==> src/rtl/instr_encoder_loader.sv <==
// instr_encoder_loader
//   Inverse of the main control decoder. Takes decoded instruction fields over
//   a valid/ready stream, encodes each bundle into a 32-bit MIPS word and
//   writes the words to consecutive IMEM locations starting at BASE_ADDR.
//   Lets bring-up/test infrastructure load programs without a hex file.
//
// Ports
//   clk, rst_n            clock (rising edge), asynchronous active-low reset
//   start                 1-cycle pulse: begin or restart a load session
//   in_valid / in_ready   field-bundle handshake (in_ready is combinational)
//   in_last               bundle is the final instruction of the program
//   in_cls                0 R,1 LW,2 SW,3 BEQ,4 ADDI,5 ORI,6 J,7 illegal
//   in_alu_op             R-type op 0..9 (ADD..SLTU), >9 illegal
//   in_rs/rt/rd/shamt     register and shift-amount fields
//   in_imm, in_target     immediate / branch offset, jump target
//   imem_we/addr/wdata    registered IMEM write port (latency 1)
//   word_cnt              words written in the current session
//   done                  session complete (level)
//   full                  session ended because DEPTH words were written
//   err                   1-cycle pulse: an illegal bundle was dropped

module instr_encoder_loader #(
  parameter int ADDR_W    = 8,
  parameter int DEPTH     = 256,
  parameter int BASE_ADDR = 0
) (
  input  logic              clk,
  input  logic              rst_n,
  input  logic              start,
  input  logic              in_valid,
  output logic              in_ready,
  input  logic              in_last,
  input  logic [2:0]        in_cls,
  input  logic [3:0]        in_alu_op,
  input  logic [4:0]        in_rs,
  input  logic [4:0]        in_rt,
  input  logic [4:0]        in_rd,
  input  logic [4:0]        in_shamt,
  input  logic [15:0]       in_imm,
  input  logic [25:0]       in_target,
  output logic              imem_we,
  output logic [ADDR_W-1:0] imem_addr,
  output logic [31:0]       imem_wdata,
  output logic [ADDR_W:0]   word_cnt,
  output logic              done,
  output logic              full,
  output logic              err
);

  typedef enum logic [1:0] {
    S_IDLE,
    S_LOAD,
    S_DONE
  } state_e;

  typedef enum logic [2:0] {
    CLS_R    = 3'd0,
    CLS_LW   = 3'd1,
    CLS_SW   = 3'd2,
    CLS_BEQ  = 3'd3,
    CLS_ADDI = 3'd4,
    CLS_ORI  = 3'd5,
    CLS_J    = 3'd6,
    CLS_ILL  = 3'd7
  } cls_e;

  localparam logic [ADDR_W:0]   DEPTH_C = (ADDR_W+1)'(DEPTH);
  localparam logic [ADDR_W-1:0] BASE_C  = ADDR_W'(BASE_ADDR);
  localparam logic [ADDR_W:0]   ONE_C   = (ADDR_W+1)'(1);

  state_e            state_q, state_d;
  logic [ADDR_W:0]   cnt_q, cnt_d;
  logic              full_q, full_d;
  logic              we_q, we_d;
  logic              err_q, err_d;
  logic [ADDR_W-1:0] addr_q, addr_d;
  logic [31:0]       wdata_q, wdata_d;

  cls_e              cls;
  logic              enc_legal;
  logic [31:0]       enc_word;
  logic [5:0]        funct;
  logic [4:0]        rs_f;
  logic [4:0]        sh_f;
  logic [ADDR_W:0]   cnt_inc;

  assign cls     = cls_e'(in_cls);
  assign cnt_inc = cnt_q + ONE_C;

  // Field encoder
  always_comb begin
    enc_legal = 1'b1;
    enc_word  = '0;
    funct     = '0;
    rs_f      = in_rs;
    sh_f      = in_shamt;
    case (cls)
      CLS_R: begin
        case (in_alu_op)
          4'd0:    funct = 6'h20;
          4'd1:    funct = 6'h22;
          4'd2:    funct = 6'h24;
          4'd3:    funct = 6'h25;
          4'd4:    funct = 6'h26;
          4'd5:    funct = 6'h00;
          4'd6:    funct = 6'h02;
          4'd7:    funct = 6'h03;
          4'd8:    funct = 6'h2A;
          4'd9:    funct = 6'h2B;
          default: enc_legal = 1'b0;
        endcase
        // Shifts take their operand from rt, so rs is meaningless there;
        // every other R op has no shift amount.
        if (in_alu_op inside {4'd5, 4'd6, 4'd7}) begin
          rs_f = '0;
        end else begin
          sh_f = '0;
        end
        enc_word = {6'b000000, rs_f, in_rt, in_rd, sh_f, funct};
      end
      CLS_LW:   enc_word = {6'h23, in_rs, in_rt, in_imm};
      CLS_SW:   enc_word = {6'h2B, in_rs, in_rt, in_imm};
      CLS_BEQ:  enc_word = {6'h04, in_rs, in_rt, in_imm};
      CLS_ADDI: enc_word = {6'h08, in_rs, in_rt, in_imm};
      CLS_ORI:  enc_word = {6'h0D, in_rs, in_rt, in_imm};
      CLS_J:    enc_word = {6'h02, in_target};
      default:  enc_legal = 1'b0;
    endcase
  end

  // Session control and registered write port
  always_comb begin
    state_d = state_q;
    cnt_d   = cnt_q;
    full_d  = full_q;
    we_d    = 1'b0;
    err_d   = 1'b0;
    addr_d  = addr_q;
    wdata_d = wdata_q;
    case (state_q)
      S_IDLE, S_DONE: begin
        if (start) begin
          state_d = S_LOAD;
          cnt_d   = '0;
          full_d  = 1'b0;
        end
      end
      S_LOAD: begin
        if (start) begin
          // Abort and restart: in_ready is low, so no bundle is taken.
          cnt_d  = '0;
          full_d = 1'b0;
        end else if (in_valid) begin
          if (enc_legal) begin
            we_d    = 1'b1;
            addr_d  = BASE_C + cnt_q[ADDR_W-1:0];
            wdata_d = enc_word;
            cnt_d   = cnt_inc;
          end else begin
            err_d = 1'b1;
          end
          // in_last wins over the depth limit, so full stays low then.
          if (in_last) begin
            state_d = S_DONE;
          end else if (enc_legal && (cnt_inc == DEPTH_C)) begin
            state_d = S_DONE;
            full_d  = 1'b1;
          end
        end
      end
      default: state_d = S_IDLE;
    endcase
  end

  always_ff @(posedge clk or negedge rst_n) begin
    if (!rst_n) begin
      state_q <= S_IDLE;
      cnt_q   <= '0;
      full_q  <= 1'b0;
      we_q    <= 1'b0;
      err_q   <= 1'b0;
      addr_q  <= BASE_C;
      wdata_q <= '0;
    end else begin
      state_q <= state_d;
      cnt_q   <= cnt_d;
      full_q  <= full_d;
      we_q    <= we_d;
      err_q   <= err_d;
      addr_q  <= addr_d;
      wdata_q <= wdata_d;
    end
  end

  assign in_ready   = (state_q == S_LOAD) && !start;
  assign imem_we    = we_q;
  assign imem_addr  = addr_q;
  assign imem_wdata = wdata_q;
  assign word_cnt   = cnt_q;
  assign done       = (state_q == S_DONE);
  assign full       = full_q;
  assign err        = err_q;

endmodule

==> config.mk <==
export PLATFORM = sky130hd
export DESIGN_NAME = instr_encoder_loader
export DESIGN_NICKNAME = d
export VERILOG_FILES = /design/src/rtl/instr_encoder_loader.sv
export SDC_FILE = /design/constraint.sdc
export NUM_CORES = 1
export LEC_CHECK = 0
export ABC_AREA = 1
export BUFFER_PORTS_ARGS = -buffer_cell sky130_fd_sc_hd__buf_2
export CORE_MARGIN = 10
export CORE_UTILIZATION = 30
export CTS_BUF_LIST = sky130_fd_sc_hd__clkbuf_8 sky130_fd_sc_hd__clkbuf_16
export CTS_CLUSTER_SIZE = 14
export DETAILED_ROUTE_END_ITERATION = 16
export GPL_TIMING_DRIVEN = 0
export PLACE_DENSITY_LB_ADDON = 0.3
export SYNTH_ARGS = -nofsm -noshare
export SYNTH_HDL_FRONTEND = slang
export SYNTH_SLANG_ARGS = --single-unit
export TNS_END_PERCENT = 1
==> constraint.sdc <==
create_clock -name clk -period 4.1 [get_ports clk]
set_input_delay 0.41 -clock clk [delete_from_list [all_inputs] [get_ports clk]]
set_output_delay 0.41 -clock clk [all_outputs]
set_load 0.03 [all_outputs]
Word level (Yosys, flattened, before mapping)
Cells that the tools add are included.
- register bits after elaboration: 54
- bits in latches: 0
- RAM bits: 0
- ROM bits: 0
- bits of input ports: 74
- word-level logic and storage cells: 81
- memories kept: 0
- add/subtract/negate cells: 1
- multipliers: 0
- divide/modulo/power cells: 0
- order comparisons: 0
- eq/ne operators: 26
- shifts and indexed selects: 0
- mux-type cells: 31
- bitwise gates (word level): 1
- reduce and logical (&&, ||, !) cells: 15
- operators with widths (kind ; number):
    32-bit case mux with 7 select lines ; 1
    6-bit case mux with 9 select lines ; 1
    9-bit 2-to-1 mux ; 4
    9-bit case mux with 2 select lines ; 1
    4-bit by 3-bit equality test with 1-bit output (second input constant) ; 4
    3-bit != test (second input constant) ; 5
    1-bit 2-to-1 mux ; 14
    4-bit AND reduction ; 3
    2-bit 2-to-1 mux ; 5
    5-bit 2-to-1 mux ; 2
    10-bit OR reduction ; 1
    9-bit by 1-bit adder with 9-bit output (second input constant) ; 1
    3-bit equality test (second input constant) ; 3
    9-bit equality test (second input constant) ; 1
    4-bit by 2-bit equality test with 1-bit output (second input constant) ; 2
    4-bit equality test (second input constant) ; 2
    3-bit by 2-bit equality test with 1-bit output (second input constant) ; 2
    2-bit != test (second input constant) ; 3
    6-bit OR reduction ; 1
    5-bit AND reduction ; 1
    4-bit by 1-bit equality test with 1-bit output (second input constant) ; 1
    4-bit logical NOT ; 1
    1-bit case mux with 2 select lines ; 2
    2-bit case mux with 2 select lines ; 1
    11 further kinds ; 12

Depth between registers and ports, before layout
Gate-level depths: netlist of the first run.
- depth in word-level cells: 10
- mapped depth: 13
- depth with buffers taken out: 13

Worst setup path before layout of the first run
Ideal clock, no wire load.
- path kind: register -> register
- start: reg cnt_q[0], in the netlist word_cnt[0]
- end: reg state_q[0]
- library setup time: 0.117 ns
- arrival: 1.713 ns
- slack: 2.270 ns
- stages on the path, launching flop included: 13
- path buffers: 0
- clock period less this slack: 1.830 ns
- cell sequence: dfrtp_1 -> ha_1 -> nand2_1 -> nor2_1 -> nand3_1 -> nand2_1 -> nand2_1 -> nor2_1 -> nand3_1 -> nand2_1 -> nand2_1 -> nand2_1 -> nand2_1
- longest elaborated chain between the ends: 5
- RTL lines (what ; line ; source):
    start, declared ; 72 ; logic [ADDR_W:0] cnt_q, cnt_d;
    start signal, assigned ; 186 ; cnt_q <= cnt_d;
    9-bit by 1-bit adder with 9-bit output ; 88 ; assign cnt_inc = cnt_q + ONE_C;
    9-bit equality test ; 165 ; end else if (enc_legal && (cnt_inc == DEPTH_C)) begin
    1-bit logical AND ; 165 ;
    3-bit != test (no line) ; - ;
    4-bit AND reduction (no line) ; - ;
    end signal, assigned ; 185 ; state_q <= state_d;
    end, declared ; 71 ; state_e state_q, state_d;
No other way between the ends.
A chain may end at the register's enable or synchronous reset.

Worst setup path in the final report of the first run
Ends and elaborated chain as after synthesis.

==> run_results.csv, run 1 <==
group,metric,value,unit
logic_synthesis,synth_area_per_cell,7.78,sq um
route,ant_nets,0,
hold_path,hp-class,"primary input to async pin",
power,peakVddDrop,0.000284,V
die,pin_count,128,
logic_synthesis,synth_area,2820,sq um
sta,skew,5.92,ps
power,p_switching,0.960,mW
grt,grt_use_total,0.136,
sta,setup_ws,2190,ps
logic_synthesis,ys_warn_count,0,
worst_setup_path,slowest_delay,520,ps
die,start_util,0.307,
logic_synthesis,synthCells,363,
worst_setup_path,r2r_cells,12,
power,p_comb_frac,0.442,
cts,clock_latency,310,ps
run_status,status,"finished clean",
worst_setup_path,path_cells,"ha_1 > nand2_1 > nor2_1 > nand3_1 > nand2_1 > nand2_1 > nor2_1 > nand3_1 > nand2_1 > nand2_1 > nand2_1 > nand2_1",
sta,fin_tns_setup,0,ps
logic_synthesis,ys_async_sr_fraction,1.00,
cts,cts_tree,"built",
logic_synthesis,ys_types,33,
logic_synthesis,synth_edf_count,0,
power,p_per_area,590,nW/um^2
finish,fillers,972,
route,routed_via_density,4.70,
cts,cts_resized,0,
power,p_clk_frac,0.192,
sta,hold_viol_final,0,
sta,rsz0062_at_grt,"no",
finish,diodes,0,
route,dr.pass1.iters,4,
power,cellInternalPower,1.24,mW
cts,cts_max_path_buffers,2,
cts,clk_pin_slew,100,ps
worst_setup_path,critPathMostFrequentCell,"nand2_1",
place,preCtsSetupSlack,2090,ps
logic_synthesis,ys_seq_area_frac,0.470,
worst_setup_path,cpMaxStageDelayCell,"dfrtp_1",
place,gp_congestion,0.760,
logic_synthesis,ys_ff_latch,53,
worst_setup_path,critPathArrivalTime,2120,ps
grt,grt_remaining_overflow,0,
grt,grt_max_degree,54,
sta,period_minus_slack,1910,ps
logic_synthesis,synth_ff_type,"dfrtp_1",
cts,numCtsBuffers,5,
worst_setup_path,cp-startpoint,"word_cnt[0]",
power,p_leak,1.97,nW
sta,setup_viol,0,
route,wirelength,9.17,mm
place,place_hpwl,7.25,mm
worst_setup_path,path_class,"flip-flop to flip-flop",
die,core-area,9200,sq um
cts,cts_num_sinks,53,
flow_run,drv_cap,0,
route,wl_per_cell,15.1,um
route,drc_errors,0,
worst_setup_path,reg2reg_to,"state_q[0]",
finish,drive_gt1_frac,0.314,
sta,period_share,0.466,
grt,grt_pass1_vias,3048,
worst_setup_path,rrSetupSlack,2190,ps
sta,relSlewSlack,0.485,
logic_synthesis,synth_top_area_frac,0.470,
power,swShare,0.436,
logic_synthesis,yosysTopAreaCell,"dfrtp_1",
worst_setup_path,end_kind,"flip-flop",
die,die_width,117,um
sta,maxSlewViolCount,0,
die,die_y,117,um
cts,cts_hold_buf,0,
cts,ctsHtreeMaxLevel,2,
worst_setup_path,worstSetupStartpointType,"flip-flop",
place,port_buffers,126,
worst_setup_path,worstPathMaxFanout,8,
logic_synthesis,synthTopCellsByArea,"dfrtp_1 47%, nand2_1 18%, o21ai_0 4.6%",
finish,nets,572,
worst_setup_path,rr_startpoint,"word_cnt[0]",
die,rows,35,
grt,grt_pass1_wl,14.8,mm
finish,area_growth,32.1,%
cts,cts_setup_buffers,0,
route,via_count,2860,
die,die_area,13700,sq um
sta,fmax,524,MHz
sta,tightest_slew,767,ps
power,seqPwrFrac,0.367,
route,drtIter0Drc,128,
worst_setup_path,required,4310,ps
worst_setup_path,endpoint,"state_q[0]",
logic_synthesis,synth_fp_nets,439,
cts,clockRootBuffer,"clkbuf_8",
grt,antenna_found_initial,0,
[cell type report]
| class | instances | area (sq um) | area share |
|---|---|---|---|
| plain buffers | 13 | 86.3 | 0.0231 |
| clock buffers | 5 | 68.8 | 0.0185 |
| repair buffers | 126 | 633 | 0.170 |
| clock inverters | 3 | 65.1 | 0.0174 |
| flip-flops and latches | 53 | 1330 | 0.356 |
| multi-input cells | 262 | 1280 | 0.343 |
| inverters | 35 | 131 | 0.0352 |
| well taps | 111 | 139 | 0.0372 |
[power groups by stage]
stage | Combinational [mW] | Sequential (mW) | Clock, mW
floorplan | 0.310 | 1.15 | 0
global placement | 0.983 | 0.810 | 0
detailed placement | 0.992 | 0.814 | 0
CTS | 0.993 | 0.808 | 0.437
global route | 1.06 | 0.834 | 0.460
finish | 0.972 | 0.807 | 0.422
[cells in the mapped netlist (3+ instances only)]
master	n
nand4_1	14
a22o_1	9
o21a_1	12
dfrtp_1	53
buf_6	4
nand2_1	132
inv_1	32
nand3_1	11
o21ai_1	5
o21ai_0	26
nor2_2	3
nor2_1	21
buf_2	3
a21oi_1	5
clkbuf_1	3
[cells by family (layout without fill, tap and decap cells)]
group	count (synthesis)	count (layout)	share of synthesized area
compound gates	68	68	0.154
flops	53	53	0.470
simple gates	191	191	0.289
other cells	1	1	0.00133
fa+ha+maj	2	2	0.00886
buf+inv	48	182	0.0771
[metrics by stage]
step	util	total power, mW	cell area (sq um)	hold slack, ps	instances
4_1_cts	0.405	2.24	3730	376	608
3_3_place_gp	0.391	1.79	3590	461	600
5_1_grt	0.406	2.35	3730	199	608
3_5_place_dp	0.391	1.81	3590	460	600
2_1_floorplan	-	1.46	2820	114	363
6_report	0.406	2.20	3730	150	608
[metal layers]
layer | up-vias | wire length [um] | GRT usage
li1 | 1439 | - | -
met1 | 1321 | 3880 | 0.150
met2 | 95 | 4470 | 0.244
met3 | 5 | 764 | 0.0525
met4 | 0 | 55 | 0.0255
met5 | - | 0 | 0
[registers in the layout, indices dropped and copies added (netlist names)]
signal and cells:
full 1, err 1, imem_wdata 31, state_q 2
word_cnt 9, imem_addr 8, imem_we 1
[critical path, delay by kind of cell (launching register included)]
| family | cells | cell delay [ps] |
|---|---|---|
| adders and majority gates | 1 | 220 |
| and+or+nand+nor | 11 | 1060 |
| DFF | 1 | 520 |
[cells in the final DEF (no fill, tap or decap)]
cell type  count
a21oi_1        5
o21ai_0       26
nand3_1       11
o31ai_1        2
ha_1           2
clkbuf_8       5
o211ai_1       1
nor2_4         2
clkbuf_1       3
a2bb2oi_1      2
o21ai_1        5
a22oi_1        2
nor3_1         2
conb_1         1
buf_2        128
buf_4          2
buf_6          4
nand2_2        2
nand2_1      132
inv_1         32
bufinv_16      2
clkinv_1       1
or2_2          2
nand3_4        1
nor2b_1        1
o21a_1        12
nor2_2         3
nor2_1        21
clkinv_2       1
a22o_1         9
nand4_1       14
o21ai_2        2
inv_2          2
o22ai_1        2
dfrtp_1       53
buf_1          2
[worst min-delay path by stage]
stage                              start             end  slack, ps
final                              rst_n    imem_addr[3]        150
after global placement    imem_wdata[19]  imem_wdata[19]        460
after floorplan                    rst_n             err        110
after global routing               rst_n             err        200
after detailed placement  imem_wdata[25]  imem_wdata[25]        460
after CTS                          start      state_q[0]        380
Power figures use the tool's default switching activity.
==> inputs of run 2 (changes only) <==
Clock period 4.1 ns to 1.6 ns, I/O delays scaled along.
==> run 2 against run 1 <==
Hold slack got worse by 4.3 ps. Sequential power rose to 2.6 times the previous value. Global-route usage rose by 0.065 points. Flip-flop and latch count did not move.
==> run_results.csv, run 2 (same netlist as run 1, synthesis figures left out) <==
group,metric,value,unit
worst_setup_path,critPathMostFrequentCell,"nand2_1",
grt,grt_max_degree,54,
finish,area_growth,35.5,%
route,dr_wl_met3,754,um
power,p_leak,2.01,nW
sta,holdWs,145,ps
finish,nets,579,
sta,period_share,0.992,
sta,rsz0062_at_grt,"yes",
worst_setup_path,cpMaxStageDelayCell,"dfrtp_2",
worst_setup_path,reg2reg_to,"state_q[0]",
worst_setup_path,rrSetupSlack,10,ps
cts,cts_tree,"built",
route,wl_per_cell,15.3,um
worst_setup_path,path_delay_family,"simple AND/OR/NAND/NOR gates",
worst_setup_path,worstSetupStartpointType,"flip-flop",
finish,drive_gt1_frac,0.347,
power,peakVddDrop,0.000713,V
worst_setup_path,path_class,"flip-flop to flip-flop",
cts,clockRootBuffer,"clkbuf_8",
route,drc_errors,0,
route,wl_met2,4.55,mm
sta,relSlewSlack,0.488,
flow_run,drv_cap,0,
grt,grt_use_total,0.137,
worst_setup_path,required,1810,ps
die,die_area,13700,sq um
cts,numCtsBuffers,5,
route,wl_met1,4.00,mm
route,drtIter0Drc,97,
sta,period_minus_slack,1590,ps
worst_setup_path,critPathArrivalTime,1800,ps
worst_setup_path,r2r_cells,12,
place,gp_congestion,0.803,
cts,cts_max_path_buffers,2,
die,pin_count,128,
power,p_per_area,1480,nW/um^2
sta,fin_tns_setup,0,ps
run_status,status,"finished clean",
finish,fillers,980,
grt,antenna_found_initial,0,
die,rows,35,
grt,grt_pass1_vias,3073,
worst_setup_path,rr_startpoint,"word_cnt[1]",
worst_setup_path,worstPathMaxFanout,5,
worst_setup_path,path_buf_inv,0,
route,ant_nets,0,
finish,final_cell_mix,"129 x nand2_1, 126 x buf_2, 50 x dfrtp_1, 32 x inv_1, 26 x o21ai_0",
route,wirelength,9.42,mm
die,die_y,117,um
route,via_count,2905,
worst_setup_path,path_cells,"ha_4 > nand2_4 > nor2_4 > nand3_1 > nand2_1 > nand2_1 > nor2_2 > nand3_1 > nand2_1 > nand2_1 > nand2_1 > nand2_1",
sta,tightest_slew,762,ps
hold_path,hp-class,"primary input to flip-flop",
die,start_util,0.307,
grt,grt_remaining_overflow,0,
place,place_hpwl,7.36,mm
cts,cts_num_sinks,53,
hold_path,min_from,"in_last",
place,port_buffers,126,
sta,setup_viol,0,
die,core-area,9200,sq um
worst_setup_path,worst-path-stages,12,
finish,final_common_cell,"nand2_1",
finish,largest_reg_flops,31,
finish,final_util,0.416,
route,dr.pass1.iters,4,
grt,grt_pass1_wl,15.0,mm
sta,fmax,630,MHz
sta,skew,4.45,ps
finish,diodes,0,
cts,clock_latency,300,ps
hold_path,hold_end,"full",
route,top_layer,"met4",
worst_setup_path,slowest_delay,430,ps
cts,clk_pin_slew,100,ps
sta,maxSlewViolCount,0,
route,routed_via_density,4.72,
worst_setup_path,end_kind,"flip-flop",
cts,ctsHtreeMaxLevel,2,
hold_path,holdPathStages,4,
die,die_width,117,um
sta,hold_viol_final,0,
==> run 2: changes by cell type in the layout (fill, tap and decap cells not counted), sizes merged <==
cell,change
buf,+4
bufinv,-1
clkbuf,+3
clkinv,-1
dlygate4sd3,+1
inv,+1
==> run 2: stage by stage <==
stage | cells | setup WS [ps] | cell area (sq um) | power, mW
after floorplan | 363 | -11.7 | 2850 | 3.75
after global placement | 600 | -168 | 3620 | 4.61
after detailed placement | 600 | -175 | 3620 | 4.64
after CTS | 610 | 2.38 | 3760 | 5.67
final | 615 | 13.2 | 3830 | 5.68
after global routing | 615 | -76.5 | 3830 | 6.06
==> run 2: how the worst max path moves through the flow <==
| stage | endpoint | slack (ps) | startpoint |
|---|---|---|---|
| floorplan | state_q[0] | -10 | word_cnt[0] |
| global placement | imem_wdata[23] | -170 | in_cls[1] |
| detailed placement | imem_wdata[23] | -170 | in_cls[1] |
| CTS | state_q[0] | 2 | word_cnt[1] |
| global route | state_q[0] | -80 | word_cnt[1] |
| finish | state_q[0] | 10 | word_cnt[1] |
==> run 2: layer usage <==
| layer | global-route usage | vias up |
|---|---|---|
| li1 | - | 1454 |
| met1 | 0.155 | 1352 |
| met2 | 0.236 | 91 |
| met3 | 0.0505 | 8 |
| met4 | 0.0371 | 0 |
| met5 | 0 | - |
==> run 2: layout make-up <==
class / count / area [sq um] / share of cell area
Clock inverter: 2 / 33.8 / 0.00883
Inverter: 35 / 131 / 0.0343
Clock buffer: 6 / 82.6 / 0.0216
Tap cell: 111 / 139 / 0.0363
Multi-Input combinational cell: 262 / 1330 / 0.348
Sequential cell: 53 / 1330 / 0.348
Buffer: 13 / 90.1 / 0.0235
Timing Repair Buffer: 133 / 691 / 0.180
==> run 2: worst register-to-register path: cells and delay by family (launching register included) <==
kind / cells / cell delay, ps
simple gates: 11 / 890
fa+ha+maj: 1 / 160
flops: 1 / 430
==> run 2: what timing repair did <==
| action | CTS | global route |
|---|---|---|
| setup buffers | 2 | 4 |
| endpoints found under the setup margin | 3 | 27 |
| pin swaps | 2 | 6 |
| hold buffers | 0 | 1 |
| gates resized for setup | 3 | 10 |
| hold endpoints to repair | 0 | 53 |
==> run 2: power breakdown <==
part           internal (mW)  switching, mW  total (mW)
registers               1.80          0.265        2.06
clock network          0.505          0.461       0.966
logic                  0.868           1.78        2.65
total                   3.17           2.51        5.68
==> inputs of run 3 (changes only) <==
Settings changed: CORE_ASPECT_RATIO set to 1.5, GPL_TIMING_DRIVEN 0 to unset, SETUP_SLACK_MARGIN set to 0.1.
==> run 3 against run 2 <==
Global-route usage decreased by 0.79 points. Sequential power about the same. Critical path depth unchanged. Via count about the same. Sequential share of layout area decreased by 1.1 points. Non-clock buffer count unchanged. Clock skew about the same. Core utilization increased by 1.2 points. Power increased by 5.7%. Cell area increased by 3.0%. Hold slack improved by 15 ps. Combinational power about the same. Critical path type unchanged.
==> run_results.csv, run 3 (same netlist as run 1, synthesis figures left out) <==
group,metric,value,unit
worst_setup_path,end_kind,"flip-flop",
power,p_per_area,1520,nW/um^2
die,die_area,13800,sq um
worst_setup_path,worstSetupStartpointType,"flip-flop",
route,ant_nets,0,
grt,antenna_found_initial,0,
finish,final_util,0.429,
power,total_power,6.00,mW
place,place_area,3700,sq um
route,via_count,2906,
sta,maxSlewViolCount,0,
run_status,status,"finished clean",
sta,relSlewSlack,0.660,
route,drtIter0Drc,92,
finish,diodes,0,
worst_setup_path,cpMaxStageDelayCell,"dfrtp_2",
die,die_y,139,um
sta,fin_tns_setup,0,ps
cts,clockRootBuffer,"clkbuf_16",
worst_setup_path,rr_startpoint,"word_cnt[1]",
place,place_hpwl,7.15,mm
grt,grt_pass1_wl,14.9,mm
sta,period_share,0.986,
finish,fillers,949,
worst_setup_path,required,1780,ps
cts,ctsHtreeMaxLevel,2,
finish,largest_reg_flops,31,
cts,cts_max_path_buffers,2,
hold_path,min_from,"in_imm[3]",
route,wl_per_cell,14.6,um
finish,final_cell_mix,"130 x nand2_1, 125 x buf_2, 51 x dfrtp_1, 32 x inv_1, 25 x o21ai_0",
die,core-area,9200,sq um
cts,clk_pin_slew,70,ps
die,start_util,0.307,
sta,period_minus_slack,1580,ps
finish,final_common_cell,"nand2_1",
die,rows,43,
grt,grt_use_total,0.129,
power,peakVddDrop,0.000839,V
flow_run,drv_cap,0,
finish,area_growth,39.7,%
sta,holdWs,160,ps
finish,nets,579,
worst_setup_path,worstPathMaxFanout,5,
grt,grt_pass1_vias,3101,
cts,clock_latency,290,ps
worst_setup_path,path_class,"flip-flop to flip-flop",
sta,setup_viol,0,
sta,skew,4.38,ps
power,p_leak,2.07,nW
cts,cts_tree,"built",
finish,design_area,3940,sq um
worst_setup_path,slowest_delay,440,ps
route,dr.pass1.iters,4,
place,gp_congestion,0.811,
sta,rsz0062_at_grt,"yes",
grt,grt_remaining_overflow,0,
sta,tightest_slew,510,ps
route,drc_errors,0,
hold_path,hp-class,"primary input to flip-flop",
sta,hold_viol_final,0,
worst_setup_path,path_cells,"ha_4 > nand2_4 > nor2_4 > buf_4 > nand2_1 > nand2_1 > nor2_2 > nand3_1 > nand2_1 > nand2_1 > nand2_1 > nand2_1",
sta,fmax,634,MHz
route,wirelength,9.00,mm
die,pin_count,128,
die,die_width,99.2,um
cts,cts_num_sinks,53,
worst_setup_path,critPathArrivalTime,1760,ps
cts,numCtsBuffers,5,
worst_setup_path,critPathMostFrequentCell,"nand2_1",
route,routed_via_density,4.72,
worst_setup_path,cp-startpoint,"word_cnt[1]",
place,port_buffers,126,
finish,drive_gt1_frac,0.351,
grt,grt_max_degree,54,
-- run 3: through the flow --
| step | instances | setup slack, ps |
|---|---|---|
| finish | 616 | 22.9 |
| global route | 616 | -130 |
| CTS | 615 | 34.2 |
| floorplan | 363 | -11.7 |
| detailed placement | 603 | -3.07 |
| global placement | 603 | 4.00 |
-- run 3: final cells by class --
| type | count | area (sq um) | share of cell area |
|---|---|---|---|
| sequential | 53 | 1330 | 0.337 |
| multi-input combinational | 262 | 1330 | 0.337 |
| timing repair buffer | 146 | 840 | 0.213 |
| tap | 112 | 140 | 0.0355 |
| clock buffer | 6 | 139 | 0.0352 |
| inverter | 35 | 131 | 0.0333 |
| clock inverter | 2 | 37.5 | 0.00952 |
-- run 3: final timing paths --
kind                                  end  slack, ps  cells after the start
setup reg to reg               state_q[0]         20                     12
min in group asynchronous   imem_wdata[4]        390                      3
hold / removal              imem_wdata[3]        160                      3
setup / recovery               state_q[0]         20                     12
hold reg to reg            imem_wdata[17]        470                      2
max in group asynchronous  imem_wdata[31]        950                      3
-- run 3: what timing repair did --
action                                 CTS  global route
hold buffers                             1             0
gates resized for setup                  3             6
endpoints found under the hold margin   53             0
pin swaps                                2             6
setup buffers                            3             1
setup endpoints to repair               12            52
-- run 3: worst max-delay path, delay by kind of cell (launching register included) --
family,cells,cell delay [ps]
buffers and inverters,1,130
adder cells (fa/ha/maj),1,180
flip-flops,1,440
AND/OR/NAND/NOR,10,710
-- run 3: per-layer routing --
metal	global-route usage	share of wire
met5	0	0
met4	0.0462	0.021
met3	0.0379	0.060
met2	0.230	0.53
met1	0.137	0.39
-- run 3: report_power, final --
part	internal [mW]	total, mW	switching [mW]
sequential	1.80	2.07	0.274
combinational	0.880	2.66	1.78
clock	0.781	1.27	0.491
